**src/rtl/uart_pkg.sv**
```systemverilog
// Shared types and line-level constants for the UART transmit path.
package uart_pkg;

  localparam int unsigned DATA_WIDTH_DEFAULT = 8;

  localparam logic UART_IDLE_LVL  = 1'b1;
  localparam logic UART_START_LVL = 1'b0;
  localparam logic UART_STOP_LVL  = 1'b1;
  localparam logic PAR_EVEN       = 1'b0;
  localparam logic PAR_ODD        = 1'b1;

  // One-hot so only two flops toggle per state change.
  typedef enum logic [4:0] {
    IDLE   = 5'b00001,
    START  = 5'b00010,
    DATA   = 5'b00100,
    PARITY = 5'b01000,
    STOP   = 5'b10000
  } uart_tx_state_e;

endpackage

```
**src/rtl/uart_tx_ctrl_if.sv**
```systemverilog
// Byte request / serial line bundle between the system side and the UART transmitter.
interface uart_tx_ctrl_if import uart_pkg::*; #(
  parameter int unsigned DATA_WIDTH = DATA_WIDTH_DEFAULT
);
  logic [DATA_WIDTH-1:0] P_DATA;
  logic                  Data_Valid;
  logic                  PAR_EN;
  logic                  PAR_TYP;
  logic                  TX_OUT;
  logic                  Busy;

  modport master (
    output P_DATA, Data_Valid, PAR_EN, PAR_TYP,
    input  TX_OUT, Busy
  );

  modport slave (
    input  P_DATA, Data_Valid, PAR_EN, PAR_TYP,
    output TX_OUT, Busy
  );
endinterface

```
**src/rtl/uart_tx_serializer.sv**
```systemverilog
// Right-shifting data register with a bit counter; o_done flags the last data bit.
module uart_tx_serializer import uart_pkg::*; #(
  parameter int unsigned DATA_WIDTH = DATA_WIDTH_DEFAULT
) (
  input  logic                  CLK,
  input  logic                  RST,
  input  logic                  i_load,
  input  logic                  i_shift,
  input  logic [DATA_WIDTH-1:0] i_data,
  output logic                  o_bit,
  output logic                  o_next_bit,
  output logic                  o_done
);

  localparam int unsigned CntW = $clog2(DATA_WIDTH);
  localparam logic [CntW-1:0] LastCnt = CntW'(DATA_WIDTH - 1);

  logic [DATA_WIDTH-1:0] r_shift;
  logic [CntW-1:0]       r_cnt;

  always_ff @(posedge CLK or negedge RST) begin
    if (!RST) begin
      r_shift <= '0;
      r_cnt   <= '0;
    end else if (i_load) begin
      r_shift <= i_data;
      r_cnt   <= '0;
    end else if (i_shift) begin
      r_shift <= r_shift >> 1;
      r_cnt   <= r_cnt + 1'b1;
    end
  end

  assign o_bit      = r_shift[0];
  // The line output is registered, so the FSM loads the bit that becomes current after the shift.
  assign o_next_bit = r_shift[1];
  assign o_done     = (r_cnt == LastCnt);

endmodule

```
**src/rtl/uart_tx_ctrl.sv**
```systemverilog
// UART transmitter: start, LSB-first data, optional parity, stop; one bit per CLK.
// Define UART_TX_TWO_STOP_EN for two stop bits (back-to-back window is the second one).
module uart_tx_ctrl import uart_pkg::*; #(
  parameter int unsigned DATA_WIDTH = DATA_WIDTH_DEFAULT
) (
  input  logic           CLK,
  input  logic           RST,
  uart_tx_ctrl_if.slave  bus
);

  uart_tx_state_e r_state;
  logic           r_tx_out;
  logic           r_busy;
  logic           r_par_en;
  logic           r_par_bit;
  logic           w_stop_last;
  logic           w_capture;
  logic           w_shift;
  logic           w_bit;
  logic           w_next_bit;
  logic           w_done;

`ifdef UART_TX_TWO_STOP_EN
  logic r_stop_second;
  assign w_stop_last = r_stop_second;
`else
  assign w_stop_last = 1'b1;
`endif

  assign w_capture = bus.Data_Valid &&
                     ((r_state == IDLE) || ((r_state == STOP) && w_stop_last));
  assign w_shift   = (r_state == DATA) && !w_done;

  uart_tx_serializer #(
    .DATA_WIDTH (DATA_WIDTH)
  ) u_serializer (
    .CLK        (CLK),
    .RST        (RST),
    .i_load     (w_capture),
    .i_shift    (w_shift),
    .i_data     (bus.P_DATA),
    .o_bit      (w_bit),
    .o_next_bit (w_next_bit),
    .o_done     (w_done)
  );

  always_ff @(posedge CLK or negedge RST) begin
    if (!RST) begin
      r_state   <= IDLE;
      r_tx_out  <= UART_IDLE_LVL;
      r_busy    <= 1'b0;
      r_par_en  <= 1'b0;
      r_par_bit <= 1'b0;
`ifdef UART_TX_TWO_STOP_EN
      r_stop_second <= 1'b0;
`endif
    end else if (w_capture) begin
      r_state   <= START;
      r_tx_out  <= UART_START_LVL;
      r_busy    <= 1'b1;
      r_par_en  <= bus.PAR_EN;
      r_par_bit <= (^bus.P_DATA) ^ bus.PAR_TYP;
`ifdef UART_TX_TWO_STOP_EN
      r_stop_second <= 1'b0;
`endif
    end else begin
      case (r_state)
        IDLE: begin
          r_tx_out <= UART_IDLE_LVL;
          r_busy   <= 1'b0;
        end
        START: begin
          r_state  <= DATA;
          r_tx_out <= w_bit;
        end
        DATA: begin
          if (!w_done) begin
            r_tx_out <= w_next_bit;
          end else if (r_par_en) begin
            r_state  <= PARITY;
            r_tx_out <= r_par_bit;
          end else begin
            r_state  <= STOP;
            r_tx_out <= UART_STOP_LVL;
          end
        end
        PARITY: begin
          r_state  <= STOP;
          r_tx_out <= UART_STOP_LVL;
        end
        STOP: begin
`ifdef UART_TX_TWO_STOP_EN
          if (!r_stop_second) begin
            r_stop_second <= 1'b1;
            r_tx_out      <= UART_STOP_LVL;
          end else begin
            r_stop_second <= 1'b0;
            r_state       <= IDLE;
            r_tx_out      <= UART_IDLE_LVL;
            r_busy        <= 1'b0;
          end
`else
          r_state  <= IDLE;
          r_tx_out <= UART_IDLE_LVL;
          r_busy   <= 1'b0;
`endif
        end
        default: begin
          r_state  <= IDLE;
          r_tx_out <= UART_IDLE_LVL;
          r_busy   <= 1'b0;
        end
      endcase
    end
  end

  assign bus.TX_OUT = r_tx_out;
  assign bus.Busy   = r_busy;

endmodule
```
**src/flat_wrapper.sv**
```systemverilog
// flat-port wrapper written by rule: the top's interface ports become plain ports
module uart_tx_ctrl_flat import uart_pkg::*;
#(
  parameter int unsigned DATA_WIDTH = DATA_WIDTH_DEFAULT
)
  (CLK, RST, bus_P_DATA, bus_Data_Valid, bus_PAR_EN, bus_PAR_TYP, bus_TX_OUT, bus_Busy);
  uart_tx_ctrl_if #(.DATA_WIDTH(DATA_WIDTH)) bus_i ();
  input  logic CLK;
  input  logic RST;
  input wire logic [$bits(bus_i.P_DATA)-1:0] bus_P_DATA;
  input wire logic [$bits(bus_i.Data_Valid)-1:0] bus_Data_Valid;
  input wire logic [$bits(bus_i.PAR_EN)-1:0] bus_PAR_EN;
  input wire logic [$bits(bus_i.PAR_TYP)-1:0] bus_PAR_TYP;
  output wire logic [$bits(bus_i.TX_OUT)-1:0] bus_TX_OUT;
  output wire logic [$bits(bus_i.Busy)-1:0] bus_Busy;
  assign bus_i.P_DATA = bus_P_DATA;
  assign bus_i.Data_Valid = bus_Data_Valid;
  assign bus_i.PAR_EN = bus_PAR_EN;
  assign bus_i.PAR_TYP = bus_PAR_TYP;
  assign bus_TX_OUT = bus_i.TX_OUT;
  assign bus_Busy = bus_i.Busy;
  uart_tx_ctrl #(.DATA_WIDTH(DATA_WIDTH)) u_core (.CLK(CLK), .RST(RST), .bus(bus_i));
endmodule
```
**config.mk**
```make
export PLATFORM = sky130hd
export DESIGN_NAME = uart_tx_ctrl_flat
export DESIGN_NICKNAME = d
export VERILOG_FILES = /design/src/rtl/uart_pkg.sv /design/src/rtl/uart_tx_ctrl_if.sv /design/src/rtl/uart_tx_serializer.sv /design/src/rtl/uart_tx_ctrl.sv /design/src/flat_wrapper.sv
export SDC_FILE = /design/constraint.sdc
export NUM_CORES = 1
export LEC_CHECK = 0
export CAP_MARGIN = 40
export CELL_PAD_IN_SITES_DETAIL_PLACEMENT = 1
export CELL_PAD_IN_SITES_GLOBAL_PLACEMENT = 1
export CORE_UTILIZATION = 37
export CTS_CLUSTER_DIAMETER = 100
export CTS_CLUSTER_SIZE = 28
export DETAILED_ROUTE_END_ITERATION = 7
export HOLD_SLACK_MARGIN = 0.06
export PLACE_DENSITY_LB_ADDON = 0.25
export SYNTH_ARGS = -nofsm -noshare
export SYNTH_HDL_FRONTEND = slang
export SYNTH_HIERARCHICAL = 1
export SYNTH_SLANG_ARGS = --single-unit
export TNS_END_PERCENT = 1
```
**constraint.sdc**
```tcl
create_clock -name CLK -period 1.6 [get_ports CLK]
set_input_delay 0.32 -clock CLK [delete_from_list [all_inputs] [get_ports CLK]]
set_output_delay 0.32 -clock CLK [all_outputs]
set_load 0.01 [all_outputs]
```
==> key figures <==
Yosys
  • Largest area contributor in the netlist: dfrtp_1
  • Synthesized cell area: 0.00108 sq mm
  • Count leader, synth: dfrtp_1
  • Ys async rst share: 100%
  • Post-synth cell types: 32
  • Register area share after synthesis: 46.7%
  • Synth area leaders: dfrtp_1 (42%), mux2i_1 (9.3%), dfstp_2 (4.9%)
  • EDFF count, synth: 0
  • Yosys reg bits: 20
  • Ys Warns: 6
  • Avg Inst Size Synth: 10.9 sq um
  • Most used flip-flop cell after synthesis: dfrtp_1
  • Share of the synthesized area in the top cell type: 41.9%
  • Synth Instances: 99
  • Post-synth top cells: dfrtp_1 (18), nand2_1 (11), mux2i_1 (10)
  • Mapped Nets: 114

Clock tree
  • TritonCTS clock tree: yes
  • Cts bufs inserted: 3
  • CTS Hold Bufs: 0
  • Insertion delay to the later sink of the worst-skew pair: 300 ps
  • Maximum clock path buffer count: 2
  • H-tree depth: 1
  • Root buffer selected by CTS: clkbuf_4
  • Total clock sinks: 20
  • Clk slew on worst S/H paths: 110 ps

Critical path
  • Cell mode on critical path: xnor2_1
  • WS Path Type: in -> reg
  • Critical Path Source Type: input port
  • Reg-to-reg endpoint: u_core/r_par_bit$_DFFE_PN0N_
  • WP data required: 1800 ps
  • Critical-path top delay cell: clkdlybuf4s50_1
  • Cells along the critical path: clkdlybuf4s50_1 -> xnor2_1 -> xnor3_2 -> xnor2_1 -> mux2_4
  • Worst Path Max Fanout: 2
  • Setup crit end kind: register
  • Reg-to-reg setup timing slack: 70 ps
  • FF-to-FF path depth: 4
  • RR Startpoint: u_core/r_state[0]$_DFFE_PN1P_
  • Max incr delay on CP: 500 ps
  • Crit path arrival time: 1770 ps

Placement
  • Routability cong.: 0.829
  • Detailed Place HPWL: 1.72 mm
  • PortBufs: 14
  • Dpl ws: -305 ps

Power and ir drop
  • Power density cells: 1440 mW/mm^2
  • VDD IR max: 0.947 mV
  • Leakage: 0.634 nW

Timing
  • Clock Skew: 1.70 ps
  • Final period util: 98.6%
  • Fmax: 634 MHz
  • Final hold violation count: 0
  • Total Neg Setup Slack: 0 ps
  • Fin worst setup slack: 22.5 ps
  • Max-slew violation count: 0
  • Slew @ Worst Pin: 262 ps
  • Unrepaired setup endpoints after global routing: yes
  • Final setup fails: 0
  • Rel. slew slack: 82.5%
  • Final worst path period need: 1580 ps

Cells and area
  • # nets final: 148
  • Ant. Diodes: 0
  • Layout cells sized above 1: 28.8%
  • Area Overhead vs Synth: 34.7%
  • Finished Core Util: 52.5%
  • Fillers: 323

Floorplanning
  • Initial Util: 39.0%
  • Die ar.: 0.00313 sq mm
  • Cell Rows: 19
  • IO Count: 15
  • Die Y: 55.9 um
  • Die width: 55.9 um
  • Core Box Area: 0.00276 sq mm

Routing
  • Vias per inst: 5.12
  • Via Count: 835
  • Drt pass-1 iters: 2
  • DRT iter0 DRCs: 26
  • Post-route ant nets: 0
  • Total Routed Length: 2.26 mm
  • DRC viols: 0
  • Wirelength per Cell: 13.9 um

GRT
  • Largest net degree at the start of global routing: 21
  • Initial antenna violation count: 0
  • Gr usage total: 17.2%
  • Gr ovfl total: 0
  • Vias in the first global route: 914
  • Global-route wire length before repair: 4.15 mm

Min path
  • Worst min path class: in -> async

Status
  • Outcome: finished clean

Run
  • Max-Cap Viols: 0
-- worst max-delay path, delay by kind of cell --
kind | cells | cell delay, ps
XOR/XNOR | 3 | 700
buffers and inverters | 1 | 500
multiplexers | 1 | 250
-- routing by layer --
metal | track usage (%) | up-vias | wire (um)
li1 | - | 414 | -
met1 | 21.8 | 405 | 989
met2 | 28.7 | 14 | 1180
met3 | 2.56 | 2 | 63
met4 | 8.36 | 0 | 29
met5 | 0 | - | 0
-- area by class of cell --
cell class	count	area (sq um)	share of cell area, %
multi-input cells	72	556	38.3
flip-flops and latches	20	505	34.9
well taps	31	38.8	2.68
inverters	1	3.75	0.259
clock buffers	4	36.3	2.50
repair buffers	35	309	21.3
-- registers in the layout, indices dropped and copies added, names as in the netlist --
| name | flops |
|---|---|
| u_core/r_state | 5 |
| u_core/bus.TX_OUT | 1 |
| u_core/r_par_en | 1 |
| u_core/bus.Busy | 1 |
| u_core/u_serializer/r_cnt | 3 |
| u_core/u_serializer/r_shift | 8 |
| u_core/r_par_bit | 1 |
-- stage by stage --
step	instances	hold slack (ps)	instance area (sq um)	total power, mW
2_1_floorplan	99	24.4	1080	1.42
3_3_place_gp	158	511	1380	1.73
3_5_place_dp	158	516	1380	1.76
4_1_cts	162	353	1410	2.06
5_1_grt	163	359	1450	2.25
6_report	163	350	1450	2.09
-- how the worst max path moves through the flow --
stage                                        startpoint                                          to  slack [ps]  depth (start not counted)
final                                     bus_P_DATA[2]                u_core/r_par_bit$_DFFE_PN0N_          20                          5
after global routing      u_core/r_state[0]$_DFFE_PN1P_  u_core/u_serializer/r_shift[3]$_DFFE_PN0P_         -10                          6
after CTS                 u_core/r_state[0]$_DFFE_PN1P_                u_core/r_par_bit$_DFFE_PN0N_          -7                          4
after detailed placement                  bus_P_DATA[2]                u_core/r_par_bit$_DFFE_PN0N_        -310                          5
after global placement                    bus_P_DATA[2]                u_core/r_par_bit$_DFFE_PN0N_        -270                          5
after floorplan           u_core/r_state[0]$_DFFE_PN1P_  u_core/u_serializer/r_shift[7]$_DFFE_PN0P_        -0.9                          8
-- what timing repair did --
action | 4_1_cts | 5_1_grt
setup buffers | 0 | 1
gates resized for setup | 1 | 7
pin swaps | 1 | 0
endpoints found under the setup margin | 2 | 13
-- cells by family after synthesis --
kind of cell    share of synthesized area (%)
xor+xnor                                 9.42
compound gates                           10.2
buf+inv                                  5.00
mux                                      12.1
flops                                    46.7
simple gates                             14.2
fa+ha+maj                                2.33
-- power breakdown --
part           switching (mW)  internal, mW  leakage [nW]  total [mW]
Clock                   0.155         0.139        0.0210       0.294
Combinational           0.413         0.528         0.364       0.941
Sequential              0.135         0.717         0.249       0.853
-- placed cells by master (no fill, tap or decap), drive strengths merged --
| master | n |
|---|---|
| o22a | 1 |
| and2 | 1 |
| and4b | 2 |
| nand2 | 11 |
| clkdlybuf4s50 | 13 |
| o31a | 1 |
| mux2i | 10 |
| xnor2 | 6 |
| nor4 | 3 |
| nand2b | 3 |
| dlygate4sd2 | 1 |
| xnor3 | 1 |
| dfrtp | 18 |
| ha | 2 |
| clkbuf | 4 |
| nor2b | 1 |
| xor2 | 2 |
| inv | 1 |
| and3 | 1 |
| nor2 | 6 |
| buf | 21 |
| dfstp | 2 |
| o22ai | 1 |
| mux2 | 2 |
| a21oi | 2 |
| o21ai | 12 |
| nand3b | 1 |
| nor3 | 1 |
| a41o | 1 |
| a31oi | 1 |
Note: power is estimated with default switching activity, not from simulation.
